File: config.mk
export PLATFORM = sky130hd
export DESIGN_NAME = droop_detect
export DESIGN_NICKNAME = d
export VERILOG_FILES = /design/src/rtl/pll_pkg.sv /design/src/rtl/sample_debounce.sv /design/src/rtl/droop_detect.sv
export SDC_FILE = /design/constraint.sdc
export NUM_CORES = 1
export LEC_CHECK = 0
export CORE_MARGIN = 2
export CORE_UTILIZATION = 40
export CTS_CLUSTER_DIAMETER = 150
export DETAILED_ROUTE_END_ITERATION = 10
export DONT_BUFFER_PORTS = 1
export SLEW_MARGIN = 10
export SYNTH_ARGS = -nofsm -noshare
export SYNTH_HDL_FRONTEND = slang
export SYNTH_SLANG_ARGS = --single-unit
File: constraint.sdc
create_clock -name refclk -period 5.45 [get_ports refclk]
set_input_delay 0.8175 -clock refclk [delete_from_list [all_inputs] [get_ports refclk]]
set_output_delay 0.8175 -clock refclk [all_outputs]
set_load 0.05 [all_outputs]
File: src/rtl/pll_pkg.sv
// Types shared between the droop detector and the PLL droop manager,
// plus small byte helpers used by the detector.
package pll_pkg;

  typedef enum logic [1:0] {
    BRAKES_OFF = 2'd0,
    BRAKING    = 2'd1,
    RECOVERING = 2'd2
  } brake_state_t;

  typedef enum logic [1:0] {
    MONITOR = 2'd0,
    TRIPPED = 2'd1,
    HOLDOFF = 2'd2
  } droop_state_t;

  function automatic logic [7:0] min8(input logic [7:0] a, input logic [7:0] b);
    return (a < b) ? a : b;
  endfunction

  function automatic logic [7:0] max8(input logic [7:0] a, input logic [7:0] b);
    return (a > b) ? a : b;
  endfunction

endpackage

File: src/rtl/sample_debounce.sv
// Saturating consecutive-event counter. done reflects the count as it will be
// after the current edge, so a caller can act on the edge that completes a run.
module sample_debounce #(
  parameter int W     = 4,
  parameter int LIMIT = 2
) (
  input  logic clk,
  input  logic rst_n,
  input  logic inc,
  input  logic clr,
  output logic done
);

  localparam logic [W-1:0] LIM = W'(LIMIT);

  logic [W-1:0] count;
  logic [W-1:0] count_next;

  always_comb begin
    count_next = count;
    if (clr) begin
      count_next = '0;
    end else if (inc && (count < LIM)) begin
      count_next = count + 1'b1;
    end
  end

  assign done = (count_next >= LIM);

  always_ff @(posedge clk or negedge rst_n) begin
    if (!rst_n) begin
      count <= '0;
    end else begin
      count <= count_next;
    end
  end

endmodule

File: src/rtl/droop_detect.sv
// Supply droop detector: debounces low supply samples into a registered brake
// request, holds it for a minimum time and until the supply recovers.
module droop_detect
  import pll_pkg::*;
#(
  parameter int TRIP_SAMPLES     = 2,
  parameter int CLEAR_SAMPLES    = 8,
  parameter int MIN_BRAKE_CYCLES = 16
) (
  input  logic         refclk,
  input  logic         resetn,
  input  logic         enable,
  input  logic [7:0]   vsense,
  input  logic [7:0]   thresh_trip,
  input  logic [7:0]   thresh_clear,
  input  brake_state_t brake_state,
  output logic         brake,
  output logic [15:0]  trip_count,
  output logic [7:0]   min_vsense,
  output droop_state_t state
);

  localparam logic [15:0] HOLD_MIN = 16'(MIN_BRAKE_CYCLES);

  droop_state_t state_next;
  logic [7:0]   high_level;
  logic         is_low;
  logic         is_high;
  logic         arm;
  logic         trip_inc;
  logic         trip_done;
  logic         trip_fire;
  logic         clr_inc;
  logic         clear_done;
  logic         release_ok;
  logic [15:0]  hold_cnt;

  // A clear threshold below the trip threshold collapses the hysteresis band.
  assign high_level = max8(thresh_clear, thresh_trip);
  assign is_low     = (vsense < thresh_trip);
  assign is_high    = (vsense >= high_level);

  assign arm = ((state == MONITOR) && enable) ||
               ((state == HOLDOFF) && (brake_state == BRAKING));

  assign trip_inc  = arm && is_low;
  assign trip_fire = trip_inc && trip_done;
  assign clr_inc   = (state == TRIPPED) && is_high;

  sample_debounce #(
    .W     (4),
    .LIMIT (TRIP_SAMPLES)
  ) u_trip (
    .clk   (refclk),
    .rst_n (resetn),
    .inc   (trip_inc),
    .clr   (!trip_inc),
    .done  (trip_done)
  );

  sample_debounce #(
    .W     (8),
    .LIMIT (CLEAR_SAMPLES)
  ) u_clear (
    .clk   (refclk),
    .rst_n (resetn),
    .inc   (clr_inc),
    .clr   (!clr_inc),
    .done  (clear_done)
  );

  // hold_cnt equals the brake-high cycles completed at the current edge.
  assign release_ok = (state == TRIPPED) && (hold_cnt >= HOLD_MIN) && clear_done;

  always_comb begin
    state_next = state;
    case (state)
      MONITOR: begin
        if (trip_fire) state_next = TRIPPED;
      end
      TRIPPED: begin
        if (release_ok) state_next = HOLDOFF;
      end
      HOLDOFF: begin
        if (brake_state == BRAKES_OFF) begin
          state_next = MONITOR;
        end else if (trip_fire) begin
          state_next = TRIPPED;
        end
      end
      default: state_next = MONITOR;
    endcase
  end

  always_ff @(posedge refclk or negedge resetn) begin
    if (!resetn) begin
      state <= MONITOR;
      brake <= 1'b0;
    end else begin
      state <= state_next;
      brake <= (state_next == TRIPPED);
    end
  end

  always_ff @(posedge refclk or negedge resetn) begin
    if (!resetn) begin
      hold_cnt   <= '0;
      trip_count <= '0;
      min_vsense <= 8'hFF;
    end else if (trip_fire) begin
      hold_cnt   <= 16'd1;
      min_vsense <= vsense;
      if (trip_count != 16'hFFFF) trip_count <= trip_count + 16'd1;
    end else if (state == TRIPPED) begin
      if (hold_cnt < HOLD_MIN) hold_cnt <= hold_cnt + 16'd1;
      min_vsense <= min8(min_vsense, vsense);
    end else begin
      hold_cnt <= '0;
    end
  end

endmodule

## Word level (Yosys, flattened, before mapping)

Cells that the tools add are included.

- Register bits after elaboration: 55
- Input bits: 29
- Output and inout port bits: 27
- Word-level logic and storage cells: 58

- Add/subtract/negate cells: 4
- Magnitude comparators: 10
- Equal/unequal tests: 7
- Mux-type cells: 15
- Reduce and logical (&&, ||, !) cells: 15

Operator list:

| kind | number |
|---|---|
| $mux 16 | 3 |
| $mux 8 | 6 |
| $add 16x1->16 const B | 2 |
| $ge 16x5->1 const B | 1 |
| $lt 16x5->1 const B | 1 |
| $lt 8x8->1 | 2 |
| $ne 16x16->1 const B | 1 |
| $logic_and 1x1->1 | 9 |
| $add 8x1->8 const B | 1 |
| $ge 8x4->1 const B | 1 |
| $ge 8x8->1 | 1 |
| $gt 8x8->1 | 1 |
| $lt 8x4->1 const B | 1 |
| $mux 4 | 2 |
| $eq 2x1->1 const B | 3 |
| $mux 2 | 3 |
| $pmux 2 s3 | 1 |
| $add 4x1->4 const B | 1 |
| $ge 4x2->1 const B | 1 |
| $logic_not 2->1 | 2 |
| $lt 4x2->1 const B | 1 |
| $reduce_and 2->1 | 2 |
| $ne 3x2->1 const B | 1 |
| $eq 2x2->1 const B | 1 |
| other kinds (3) | 3 |

## Logic depth before layout (Yosys ltp)

Gate-level depths: netlist of the first run.

- Depth after elaboration: 13
- Mapped depth: 15
- Depth with buffers taken out: 15

## By module

A second synthesis of the first run with hierarchy kept.

- Cells, all modules: 313
- Area total of the unflattened synthesis: 3303.2 sq um

Modules (own cells, without submodules):

| module | times used | cells an instance | area each (sq um) | seq. area each (sq um) |
|---|---|---|---|---|
| droop_detect | 1 | 262 | 2720.1 | 1086.0 |
| sample_debounce (u_clear) | 1 | 32 | 372.9 | 200.2 |
| sample_debounce (u_trip) | 1 | 19 | 210.2 | 100.1 |

## Least setup slack after synthesis of the first run

Ideal clock, no wire load.

- Kind: input to register
- Start: input thresh_trip[6]
- End: register state[1]
- Library setup time: 0.139 ns
- Data arrival time: 3.537 ns
- Data required time: 5.311 ns
- Path slack: 1.774 ns
- Stages on the path: 15
- Buffers on the path: 0
- Cell sequence: inv_1 ha_1 a21o_1 a21oi_1 o211ai_1 nand2_1 nand2_1 o21ai_0 ha_1 nand2b_1 a2111oi_0 nor3_1 o31a_1 o21ai_1 o21ai_0

- Word-level cells in the longest chain between the ends: 11
- Elaborated cells between the ends (all ways): 20
- Those cells by class: 5 x order compare; 9 x mux; 6 x reduce/logical

RTL lines:

| element | line | text |
|---|---|---|
| from (decl) | droop_detect.sv:14 | `input logic [7:0] thresh_trip,` |
| $gt 8x8->1 | pll_pkg.sv:22 | `return (a > b) ? a : b;` |
| $mux 8 | pll_pkg.sv:22 |  |
| $ge 8x8->1 | droop_detect.sv:41 | `assign is_high = (vsense >= high_level);` |
| $logic_and 1x1->1 | droop_detect.sv:48 | `assign clr_inc = (state == TRIPPED) && is_high;` |
| $logic_and 1x1->1 | sample_debounce.sv:23 | `end else if (inc && (count < LIM)) begin` |
| $mux 8 | sample_debounce.sv:23 |  |
| $mux 8 | sample_debounce.sv:21 | `if (clr) begin` |
| $ge 8x4->1 | sample_debounce.sv:28 | `assign done = (count_next >= LIM);` |
| $logic_and 1x1->1 | droop_detect.sv:73 | `assign release_ok = (state == TRIPPED) && (hold_cnt >= HOLD_MIN) && clear_done;` |
| $mux 2 | droop_detect.sv:82 | `if (release_ok) state_next = HOLDOFF;` |
| $pmux 2 s3 (*) | droop_detect.sv:77 | `case (state)` |
| net state_next[1] | droop_detect.sv:25 | `droop_state_t state_next;` |
| to (signal assigned) | droop_detect.sv:100 | `state <= state_next;` |
| to (decl) | droop_detect.sv:20 | `output droop_state_t state` |

Mark *: on every way through the listed nets, which the timed path passes. The rest lies on a longest branch.
A chain may end at the register's enable or synchronous reset.

## Final worst setup path of the first run

- Start: input thresh_trip[6]
- End: register brake

- Word-level cells in the longest chain between the ends: 12
- Elaborated cells between the ends (all ways): 21
- Those cells by class: 5 x order compare; 1 x eq/ne; 9 x mux; 6 x reduce/logical

RTL lines:

| element | line | text |
|---|---|---|
| $gt 8x8->1 | pll_pkg.sv:22 |  |
| $mux 8 | pll_pkg.sv:22 |  |
| $ge 8x8->1 | droop_detect.sv:41 |  |
| $logic_and 1x1->1 | droop_detect.sv:48 |  |
| $logic_and 1x1->1 | sample_debounce.sv:23 |  |
| $mux 8 | sample_debounce.sv:23 |  |
| $mux 8 | sample_debounce.sv:21 |  |
| $ge 8x4->1 | sample_debounce.sv:28 |  |
| $logic_and 1x1->1 | droop_detect.sv:73 |  |
| $mux 2 | droop_detect.sv:82 |  |
| $pmux 2 s3 (*) | droop_detect.sv:77 |  |
| $eq 2x1->1 (*) | droop_detect.sv:101 | `brake <= (state_next == TRIPPED);` |
| to (signal assigned) | droop_detect.sv:101 |  |
| to (decl) | droop_detect.sv:17 | `output logic brake,` |

Every way passes the cells marked *; elsewhere a longest branch is shown, timed or not.

==> results of run 1 <==
-- Yosys cell counts, drive strengths merged (2+ instances only) --
master / instances
inv: 20
o21a: 4
dfrtp: 47
nand4: 7
nor3: 8
buf: 2
mux2: 11
nor2: 24
nand3: 11
a2111oi: 3
a41oi: 2
or3: 3
a21oi: 11
mux2i: 10
o21ai: 8
nand2b: 3
clkbuf: 3
dfstp: 8
nor2b: 5
ha: 35
and2: 16
xor2: 15
a21o: 4
nor4: 5
nand2: 15
xnor2: 4
a2bb2oi: 2
and3: 3
-- power groups by stage --
| stage | Combinational (mW) | Clock [mW] | Sequential, mW |
|---|---|---|---|
| 2_1_floorplan | 0.233 | 0 | 0.671 |
| 6_report | 0.277 | 0.317 | 0.682 |
| 3_5_place_dp | 0.283 | 0 | 0.691 |
| 3_3_place_gp | 0.270 | 0 | 0.689 |
| 5_1_grt | 0.327 | 0.341 | 0.692 |
| 4_1_cts | 0.283 | 0.327 | 0.684 |
-- per-stage QoR --
step	std cells	setup slack, ns
global route	404	1.29
finish	404	1.64
global placement	396	1.42
detailed placement	396	1.36
floorplan	298	1.77
CTS	404	1.65
-- per-layer routing --
layer | vias up | track usage | part of all wire
li1 | 1053 | - | -
met1 | 989 | 0.194 | 0.45
met2 | 49 | 0.248 | 0.46
met3 | 10 | 0.0435 | 0.073
met4 | 0 | 0.0466 | 0.015
met5 | - | 0 | 0
-- logic make-up after synthesis --
kind of cell               after synthesis
and+or+nand+nor                        104
AOI/OAI and AO/OA                       39
adders and majority gates               35
xor gates and xnor gates                19
buffers and inverters                   25
muxes                                   21
DFF                                     55
-- worst max-delay path: stages --
cell and delay (ns):
inv_1 0.04, ha_1 0.30, a21o_1 0.18, a21oi_1 0.21, o211ai_1 0.12, nand2_1 0.37
o21ai_0 0.16, ha_1 0.28, nand2b_1 0.13, a2111oi_0 0.39, nor3_1 0.09, o31a_1 0.30
o21ai_1 0.42, a2bb2oi_1 0.23
-- final timing paths --
check | from | endpoint | slack (ns) | cells after the start
worst max-delay path | thresh_trip[6] | brake | 1.64 | 14
worst min-delay path | resetn | trip_count[4] | 0.19 | 0
worst max register to register | state[1] | trip_count[14] | 2.61 | 6
worst min register to register | u_clear.count[5] | u_clear.count[5] | 0.49 | 1
max in group asynchronous | resetn | min_vsense[7] | 5.07 | 0
min in group refclk | u_clear.count[5] | u_clear.count[5] | 0.49 | 1
-- cell type report --
class,instances,area (um^2),share of cell area
clock buffer,5,68.8,0.0201
clock inverter,3,67.6,0.0197
inverter,20,75.1,0.0219
multi-input combinational,218,1690,0.494
sequential,55,1390,0.405
tap,102,128,0.0372
timing repair buffer,1,7.51,0.00219
-- registers in the layout, indices dropped and copies added (netlist names) --
register       flops
hold_cnt          16
trip_count        16
min_vsense         8
u_clear.count      8
u_trip.count       4
state              2
brake              1
==> results.cfg, run 1 <==
[route]
dr_total_vias = 2101
drtIter0Drc = 97
dr.pass1.iters = 4
ant_nets = 0
viasPerCell = 5.20
route.detailed.drc = 0
routed_wl_mm = 6.11
wl_per_cell_um = 15.1

[sta]
post-route-min-period_ns = 3.81
slew_viol_final = 0
tightest_slew_ns = 0.702
timing.fmax_mhz = 262
finalSetupTns_ns = 0
slew_headroom = 0.528
final-hold-violation-count = 0
hold_slack_ns = 0.193
finalSetupViolCount = 0
finalClockSkew_ns = 0.00859
min_period_over_period = 0.700
rsz0062_at_grt = no

[power_and_ir_drop]
clockPowerShare = 0.248
p_leak_nw = 1.69
vdd_ir_drop_max_mv = 0.135
p_sw_mw = 0.463
p_int_mw = 0.813
pwr_density_cell_nw_per_um2 = 372
switching_share = 0.363
comb_power_share = 0.217
finalPower_mw = 1.28
power_frac_seq = 0.534

[clock_network]
clockRootBuffer = clkbuf_8
cts_tree = done
htree_levels = 2
path_clk_slew_ns = 0.10
cts_buffers = 5
insertion_delay_ns = 0.31
cts.sinks = 55
cts_resized = 0
hold_buffers = 0
post-cts-setup-buffer-count = 0
clockBufferDepth = 2

[worst_setup_path]
crit_type = in -> reg
endpoint_kind = register
crit_required_ns = 5.68
startpoint_type = primary input
worstPathArrival_ns = 4.04
critPathMaxFanout = 9

[synth]
syn_area_per_cell_um2 = 10.7
synthArstFlopShare = 1.00
yosys.area.top_type = dfrtp_1
ys_warn_count = 0
synth-simple-area-share = 0.179
synth.cell_area_um2 = 3180
ys_types = 46
synth-seq-cells = 55
postSynthCellCount = 298
synth-edff-count = 0
synth_fa_ha_area_frac = 0.138
synth_nets = 362
synth_seq_area_share = 0.437
synth_top_family_by_area = simple AND/OR/NAND/NOR gates
synth_xor_area_frac = 0.0548
synth_ff_type = dfrtp_1
synth-compound-area-share = 0.0887
synth_top_area_share = 0.370
muxShareOfSynthArea = 0.0705
ys_top_cells_by_area = dfrtp_1 (37%), ha_1 (14%), dfstp_2 (6.6%)

[layout]
num_antenna_cells = 0
fin_util = 0.443
design_area_um2 = 3430
layout_commonest_cell = dfrtp_1
fin_nets = 365
nFillCells = 729
mostFrequentLayoutCells = dfrtp_1 (47), ha_1 (35), nor2_1 (24)
synthToLayoutAreaGrowth_pct = 7.92
drive_above_1_share = 0.0927

[global_routing]
grt_util_all_layers = 0.151
grt_pass1_wl_mm = 10.4
grt_pass1_vias = 2182
overflow = 0
grt_max_degree = 56
antenna_found_initial = 0

[floorplan]
die-area_um2 = 8670
ios = 56
initial_utilization = 0.411
design.core.area_um2 = 7730
rows = 32
die_y_um = 93.1
die_w_um = 93.1

[job]
cap_violations = 0

[placement]
io_buffers = 0
placed_cell_area_um2 = 3290
hpwlAfterDp_mm = 4.77
routabilityCongestion = 0.713

[status]
status = finished clean

[min_path]
min_path_type = in -> async
(Power assumes the default switching activity.)
==> run 2: changes to the inputs <==
- clock period: 5.45 -> 3.5 ns (I/O delays scaled with it)
==> results.cfg, run 2 (synthesis gave the netlist of run 1 again) <==
[floorplan]
rows = 32
design.core.area_um2 = 7730
die-area_um2 = 8670
die_w_um = 93.1
die_y_um = 93.1
ios = 56
initial_utilization = 0.411

[placement]
hpwlAfterDp_mm = 4.84
io_buffers = 0
routabilityCongestion = 0.737
placed_cell_area_um2 = 3330
place_inst = 401

[layout]
layout_commonest_cell = dfrtp_1
mostFrequentLayoutCells = dfrtp_1 (47), ha_1 (35), nor2_1 (24)
num_antenna_cells = 0
synthToLayoutAreaGrowth_pct = 8.79
nFillCells = 736
drive_above_1_share = 0.110
final_cells = 410
top_regs = hold_cnt: 16 flops, trip_count: 16 flops
design_area_um2 = 3450
fin_nets = 371

[clock_network]
cts_resized = 0
clockRootBuffer = clkbuf_8
cts_tree = done
path_clk_slew_ns = 0.11
htree_levels = 2
clockBufferDepth = 2
insertion_delay_ns = 0.32
cts.sinks = 55
cts_buffers = 5

[route]
wl_per_cell_um = 15.4
viasPerCell = 5.25
drtIter0Drc = 90
dr_total_vias = 2154
route.detailed.drc = 0
routed_wl_mm = 6.31
dr.pass1.iters = 4
ant_nets = 0

[worst_setup_path]
startpoint_type = primary input
endpoint_kind = register
crit_type = in -> reg
crit_required_ns = 3.74
worstPathArrival_ns = 3.36
critPathMaxFanout = 7

[sta]
finalClockSkew_ns = 0.0148
post-route-min-period_ns = 3.12
slew_headroom = 0.480
tightest_slew_ns = 0.779
finalSetupViolCount = 0
min_period_over_period = 0.892
finalSetupTns_ns = 0
final-hold-violation-count = 0
timing.fmax_mhz = 320
slew_viol_final = 0
rsz0062_at_grt = no

[global_routing]
overflow = 0
antenna_found_initial = 0
grt_pass1_wl_mm = 10.5
grt_util_all_layers = 0.154
grt_pass1_vias = 2218
grt_max_degree = 48

[power_and_ir_drop]
pwr_density_cell_nw_per_um2 = 550
power_frac_seq = 0.559
p_sw_mw = 0.742
vdd_ir_drop_max_mv = 0.217
p_int_mw = 1.16
clockPowerShare = 0.200
comb_power_share = 0.241
p_leak_nw = 1.70
switching_share = 0.391

[job]
cap_violations = 0

[min_path]
min_path_type = in -> async

[status]
status = finished clean
run 2: cell types whose count changed in the layout (fill, tap and decap cells not counted):
cell / delta
buf_4: +5
bufinv_16: -2
buf_16: +1
clkbuf_8: +1
clkinv_4: +1
run 2: area by class of cell:
class                   count  area, um^2  share of cell area
inverters                  20        75.1              0.0217
clock buffers               6        82.6              0.0239
repair buffers              7        72.6              0.0210
well taps                 102         128              0.0369
multi-input cells         218        1690               0.490
flip-flops and latches     55        1390               0.401
clock inverters             2        16.3             0.00471
run 2: through the flow:
step | power [mW] | worst slack (ns) | utilization | hold slack (ns)
after floorplan | 1.41 | 0.116 | - | 0.229
after global placement | 1.50 | 0.197 | 0.431 | 0.233
after detailed placement | 1.53 | 0.0770 | 0.431 | 0.232
after CTS | 1.93 | 0.392 | 0.447 | 0.0241
after global routing | 2.03 | 0.100 | 0.447 | 0.0152
final | 1.90 | 0.377 | 0.447 | 0.0345
run 2: critical path: stages:
cell and delay, ns:
inv_1 0.04, ha_1 0.31, a21o_1 0.18, a21oi_1 0.20, o211ai_1 0.12, nand2_1 0.17, nand2_1 0.07, o21ai_0 0.07
ha_1 0.24, nand2b_1 0.13, a2111oi_0 0.46, nor3_1 0.09, o31a_1 0.31, o21ai_1 0.13, buf_4 0.16, a2bb2oi_1 0.16
run 2: repair_timing:
item                                   CTS  global route
setup buffers                            0             0
hold buffers                             1             0
endpoints found under the hold margin   47             0
run 2: per-layer routing:
| layer | wire, um | track usage | up-vias |
|---|---|---|---|
| li1 | - | - | 1067 |
| met5 | 0 | 0 | - |
| met1 | 2860 | 0.194 | 1024 |
| met4 | 93 | 0.0478 | 0 |
| met2 | 2920 | 0.249 | 55 |
| met3 | 435 | 0.0516 | 8 |
run 2: power by group through the flow:
stage          Sequential [mW]  Combinational [mW]  Clock, mW
2_1_floorplan             1.04               0.363          0
3_3_place_gp              1.07               0.432          0
3_5_place_dp              1.08               0.452          0
4_1_cts                   1.06               0.469      0.393
5_1_grt                   1.08               0.533      0.414
6_report                  1.06               0.458      0.380
run 2: final timing paths:
| kind | startpoint | end | slack (ns) | cells past startpoint |
|---|---|---|---|---|
| worst max-delay path | thresh_trip[6] | state[0] | 0.38 | 16 |
| worst min-delay path | resetn | min_vsense[0] | 0.03 | 0 |
| worst max register to register | state[1] | trip_count[6] | 0.81 | 6 |
| worst min register to register | hold_cnt[15] | hold_cnt[15] | 0.50 | 1 |
| max in group asynchronous | resetn | hold_cnt[2] | 3.24 | 1 |
| min in group refclk | vsense[3] | min_vsense[3] | 0.34 | 1 |
==> run 3: changes to the inputs <==
- MAX_ROUTING_LAYER: unset -> met4
- SLEW_MARGIN: 10 -> unset
==> results.cfg, run 3 (synthesis gave the netlist of run 1 again) <==
[status]
status = finished clean

[power_and_ir_drop]
vdd_ir_drop_max_mv = 0.217
p_int_mw = 1.16
clockPowerShare = 0.200
p_sw_mw = 0.741
power_frac_seq = 0.559
switching_share = 0.390
pwr_density_cell_nw_per_um2 = 550
p_leak_nw = 1.70
comb_power_share = 0.241

[floorplan]
rows = 32
ios = 56
design.core.area_um2 = 7730
die-area_um2 = 8670
die_w_um = 93.1
die_y_um = 93.1
initial_utilization = 0.411

[sta]
timing.fmax_mhz = 320
min_period_over_period = 0.892
rsz0062_at_grt = no
setup_ws_ns = 0.379
hold_slack_ns = 0.0343
finalClockSkew_ns = 0.0124
slew_viol_final = 0
finalSetupTns_ns = 0
slew_headroom = 0.478
finalSetupViolCount = 0
final-hold-violation-count = 0
post-route-min-period_ns = 3.12
tightest_slew_ns = 0.781

[route]
drtIter0Drc = 93
viasPerCell = 5.27
wl_per_cell_um = 15.4
route.detailed.drc = 0
dr.pass1.iters = 4
routed_wl_mm = 6.30
ant_nets = 0
dr_total_vias = 2161

[worst_setup_path]
worstPathArrival_ns = 3.36
startpoint_type = primary input
crit_type = in -> reg
crit_required_ns = 3.74
critPathSlowestCell = a2111oi_0
endpoint_kind = register
crit_chain = inv_1 > ha_1 > a21o_1 > a21oi_1 > o211ai_1 > nand2_1 > nand2_1 > o21ai_0 > ha_1 > nand2b_1 > a2111oi_0 > nor3_1 > o31a_1 > o21ai_1 > buf_4 > a2bb2oi_1
critPathMaxFanout = 7
max_stage_delay_ns = 0.46

[layout]
fin_nets = 371
synthToLayoutAreaGrowth_pct = 8.79
layout_commonest_cell = dfrtp_1
final_cells = 410
ff_latch_area_um2 = 1390
num_antenna_cells = 0
drive_above_1_share = 0.110
mostFrequentLayoutCells = dfrtp_1 (47), ha_1 (35), nor2_1 (24)
multi_input_area_um2 = 1690
top_regs = hold_cnt: 16 flops, trip_count: 16 flops
nFillCells = 736

[global_routing]
overflow = 0
grt_pass1_vias = 2215
antenna_found_initial = 0
grt_pass1_wl_mm = 10.5
grt_util_all_layers = 0.158
grt_max_degree = 48

[job]
cap_violations = 0

[clock_network]
clockRootBuffer = clkbuf_8
cts.sinks = 55
clockBufferDepth = 2
insertion_delay_ns = 0.32
htree_levels = 2
cts_tree = done
cts_buffers = 5
post-cts-setup-buffer-count = 0
path_clk_slew_ns = 0.11

[min_path]
min_path_type = in -> async

[placement]
io_buffers = 0
routabilityCongestion = 0.746
place_inst = 401
place_ws_ns = 0.0770
hpwlAfterDp_mm = 4.84
[run 3: layout make-up]
cell class,count,share of cell area
clock buffers,6,0.0239
clock inverters,2,0.00471
inverters,20,0.0217
multi-input cells,218,0.490
flip-flops and latches,55,0.401
well taps,102,0.0369
repair buffers,7,0.0210
[run 3: power groups by stage]
stage / combinational, mW / clock (mW) / sequential, mW
CTS: 0.469 / 0.393 / 1.06
detailed placement: 0.452 / 0 / 1.08
global placement: 0.432 / 0 / 1.07
floorplan: 0.363 / 0 / 1.04
global route: 0.533 / 0.414 / 1.08
finish: 0.458 / 0.380 / 1.06
[run 3: path summary, 6_finish.rpt]
check	endpoint	from	slack, ns	depth (start not counted)
worst min register to register	hold_cnt[15]	hold_cnt[15]	0.50	1
max in group asynchronous	hold_cnt[2]	resetn	3.24	1
worst min-delay path	min_vsense[0]	resetn	0.03	0
worst max register to register	trip_count[1]	state[1]	0.80	6
min in group refclk	min_vsense[3]	vsense[3]	0.34	1
worst max-delay path	state[0]	thresh_trip[6]	0.38	16
[run 3: per-stage QoR]
step,area [um^2],utilization,total power [mW]
after floorplan,3180,-,1.41
after global placement,3330,0.431,1.50
after detailed placement,3330,0.431,1.53
after CTS,3450,0.447,1.93
after global routing,3450,0.447,2.03
final,3450,0.447,1.90
[run 3: routing by layer]
| metal | track usage | routed length, um | share of wire | vias to the layer above |
|---|---|---|---|---|
| met4 | 0.0478 | 93 | 0.015 | 0 |
| met3 | 0.0516 | 429 | 0.068 | 8 |
| met1 | 0.194 | 2850 | 0.45 | 1029 |
| met2 | 0.250 | 2920 | 0.46 | 57 |
| li1 | - | - | - | 1067 |
| met5 | - | 0 | 0 | - |
[run 3: what timing repair did]
item                      CTS  global route
gates resized for setup     0             0
hold endpoints to repair   47             0
hold buffers                1             0
[run 3: critical path: cells and delay by family]
kind | cells | cell delay (ns)
and+or+nand+nor | 4 | 0.46
adders and majority gates | 2 | 0.55
buffers and inverters | 2 | 0.20
AOI/OAI and AO/OA | 8 | 1.63
==> variant (config.mk and constraints of run 3) <==
`W` is set to 4 in 2 places; all go to 5.
--- a/src/rtl/sample_debounce.sv
+++ b/src/rtl/sample_debounce.sv
@@ -1,7 +1,7 @@
 // Saturating consecutive-event counter. done reflects the count as it will be
 // after the current edge, so a caller can act on the edge that completes a run.
 module sample_debounce #(
-  parameter int W     = 4,
+  parameter int W     = 5,
   parameter int LIMIT = 2
 ) (
   input  logic clk,
--- a/src/rtl/droop_detect.sv
+++ b/src/rtl/droop_detect.sv
@@ -48,7 +48,7 @@
   assign clr_inc   = (state == TRIPPED) && is_high;
 
   sample_debounce #(
-    .W     (4),
+    .W     (5),
     .LIMIT (TRIP_SAMPLES)
   ) u_trip (
     .clk   (refclk),
Behaviour: no difference found for any inputs over 10 cycles, from zero or initial values and one cycle with resetn low; that may be too few to reach the edited logic, so the function may still have changed.
==> variant against run 3 <==
Worst setup slack gained 0.36 ns; total power grew 6.2%; sequential cell count grew 1; sequential share of layout area grew 0.67 points; routed wire length shrank 5.7%; cell area grew 0.15%; fmax grew 13%; combinational power grew 5.0%; synthesized area grew 1.1%; worst hold slack gained 0.00097 ns; clock skew grew 0.00083 ns; via count shrank 0.79%; critical path type unchanged; largest power group unchanged; highest routed layer unchanged.
==> variant: results (changes against run 3) <==
Status: completed (unchanged). The via density per instance came out at 5.24 (was 5.27). The class of the worst hold path is input port to asynchronous set/reset pin (unchanged). The iteration count of the initial detailed-routing pass is 4 (unchanged). The clock insertion delay at the later pin of the skew report came out at 0.32 ns (about the same). The fraction of layout cells with a size suffix above 1 came to 14.0% (was 11.0%). The share of the yosys chip area belonging to registers came out at 44.0% (was 43.7%). The most used flip-flop cell after synthesis was dfrtp_1 (unchanged).

The placed wire-length estimate came out at 4490 microns (was 4840 microns). The starting DRC count in detailed routing came out at 69 (was 93). The count of final hold-check violations came out at 0 (unchanged). The pin count of the biggest net entering global routing came out at 49 (was 48).

The share of flip-flops with an asynchronous set or reset after synthesis is 100% (unchanged). The placer congestion estimate came out at 0.802 (was 0.746). The fill cell total of the finished layout came out at 749 (was 736). The post-synthesis share of cell area spent on xor and xnor gates is 5.18% (was 5.48%).

The global-route wire length before repair came to 10000 microns (was 10500 microns). The number of global-route vias before repair is 2170 (was 2215). Largest regs: hold_cnt: 16 flops, trip_count: 16 flops (unchanged). The all-layer global routing usage is 14.8% (was 15.8%). The headroom to the max-slew limit came out at 50.5% (was 47.8%).

The leakage power was 1.65 nW (was 1.70 nW). The startpoint of the lowest-slack register-to-register path was state[1] (unchanged). The synthesis warning total is 0 (unchanged). The worst-case reg-to-reg path depth came out at 5 (was 6).

The clock transition at the registers of the reported paths is 0.11 ns (about the same). The post-synthesis mux area share came to 7.01% (was 7.05%). Synth top area cells: dfrtp_1 37%, ha_1 14%, dfstp_2 6.5%, mux2_2 4.2%, xor2_1 4.1% (was dfrtp_1 37%, ha_1 14%, dfstp_2 6.6%, xor2_1 4.1%, mux2_1 3.5%). The number of antenna violations at the first check in global routing was 0 (unchanged). The H-tree depth is 2 (unchanged).

Top cell types by occurrence after synthesis: 48 x dfrtp_1, 35 x ha_1, 21 x inv_1, 20 x nor2_1 (was 47 x dfrtp_1, 35 x ha_1, 24 x nor2_1, 20 x inv_1, 16 x and2_1). The average footprint of a synthesized cell was 10.7 sq um (about the same). The final worst clock skew is 0.0133 ns (was 0.0124 ns). The critical path arrival came out at 2.98 ns (was 3.36 ns).

The share of the synthesized area in compound gates (AO/OA/AOI/OAI) came out at 6.90% (was 8.87%). The cell at the root of the clock tree is clkbuf_8 (unchanged). The maximum VDD drop is 0.192 mV (was 0.217 mV). The delay of the slowest critical-path stage is 0.33 ns (was 0.46 ns).

The count of nets after finishing is 370 (was 371). The number of buffers added by the clock tree synthesis step came out at 5 (unchanged). The endpoint of the lowest-slack register-to-register path is trip_count[12] (was trip_count[1]).

The adder-cell area share of the yosys netlist is 13.6% (was 13.8%). The post-detailed-routing wire length is 5940 microns (was 6300 microns). The number of antenna cells inserted was 0 (unchanged).

The net count after synthesis is 364 (was 362). The count of buffers from port buffering is 0 (unchanged). The register-to-register setup slack was 0.95 ns (was 0.80 ns).

The number of buffers between clock root and the deepest sink is 2 (unchanged). The worst hold slack across all endpoints came out at 0.0353 ns (was 0.0343 ns). The maximum fanout along the worst path came out at 7 (unchanged). The slowest cell on the critical path is mux2_2 (was a2111oi_0). The distinct cell type count after synthesis is 41 (was 46).
## variant: changes by cell type after synthesis, sizes merged, moves of 4 or more
cell	before	now
nor3	8	13
nor4	5	10
nand2b	3	7
nor2	24	20
## variant: metal layers
metal / vias up / wire length (microns) / global-route usage (%)
met2: 44 / 2660 / 22.4
met4: 0 / 68 / 3.99
met5: - / 0 / -
met1: 1019 / 2890 / 20.3
li1: 1073 / - / -
met3: 8 / 318 / 3.22
## variant: metrics by stage
step	cells	setup WS, ns	cell area, sq um
floorplan	300	0.291	3210
global placement	400	0.476	3340
detailed placement	400	0.411	3340
CTS	409	0.763	3460
global route	409	0.527	3460
finish	409	0.743	3460
## variant: worst max-delay path by stage
stage	startpoint	endpoint	slack, ns	depth (start not counted)
after floorplan	thresh_trip[2]	state[1]	0.29	15
after global placement	thresh_trip[6]	state[1]	0.48	14
after detailed placement	thresh_trip[2]	brake	0.41	15
after CTS	thresh_trip[2]	brake	0.76	15
after global routing	thresh_trip[2]	brake	0.53	15
final	thresh_trip[6]	state[1]	0.74	14
## variant: area by class of cell
cell class                 instances  share of cell area [%]
timing repair buffer               5                    1.66
inverter                          21                    2.28
sequential                        56                    40.8
multi-input combinational        217                    48.8
tap                              102                    3.69
clock buffer                       5                    1.99
clock inverter                     3                   0.796
## variant: repair_timing
item | in CTS | in global routing
hold buffers | 1 | 0
setup buffers | 0 | 0
endpoints found under the hold margin | 48 | 0
resized for setup | 0 | 0
setup endpoints to repair | 0 | 0
## variant: critical path, delay by kind of cell
family	cells	cell delay, ns
simple gates	3	0.38
compound gates	7	1.15
fa+ha+maj	2	0.56
mux	1	0.33
buf+inv	1	0.03
## variant: where the power goes
group	internal, mW	switching [mW]
Clock	0.147	0.225
Combinational	0.236	0.245
Sequential	0.801	0.363
Total	1.19	0.833
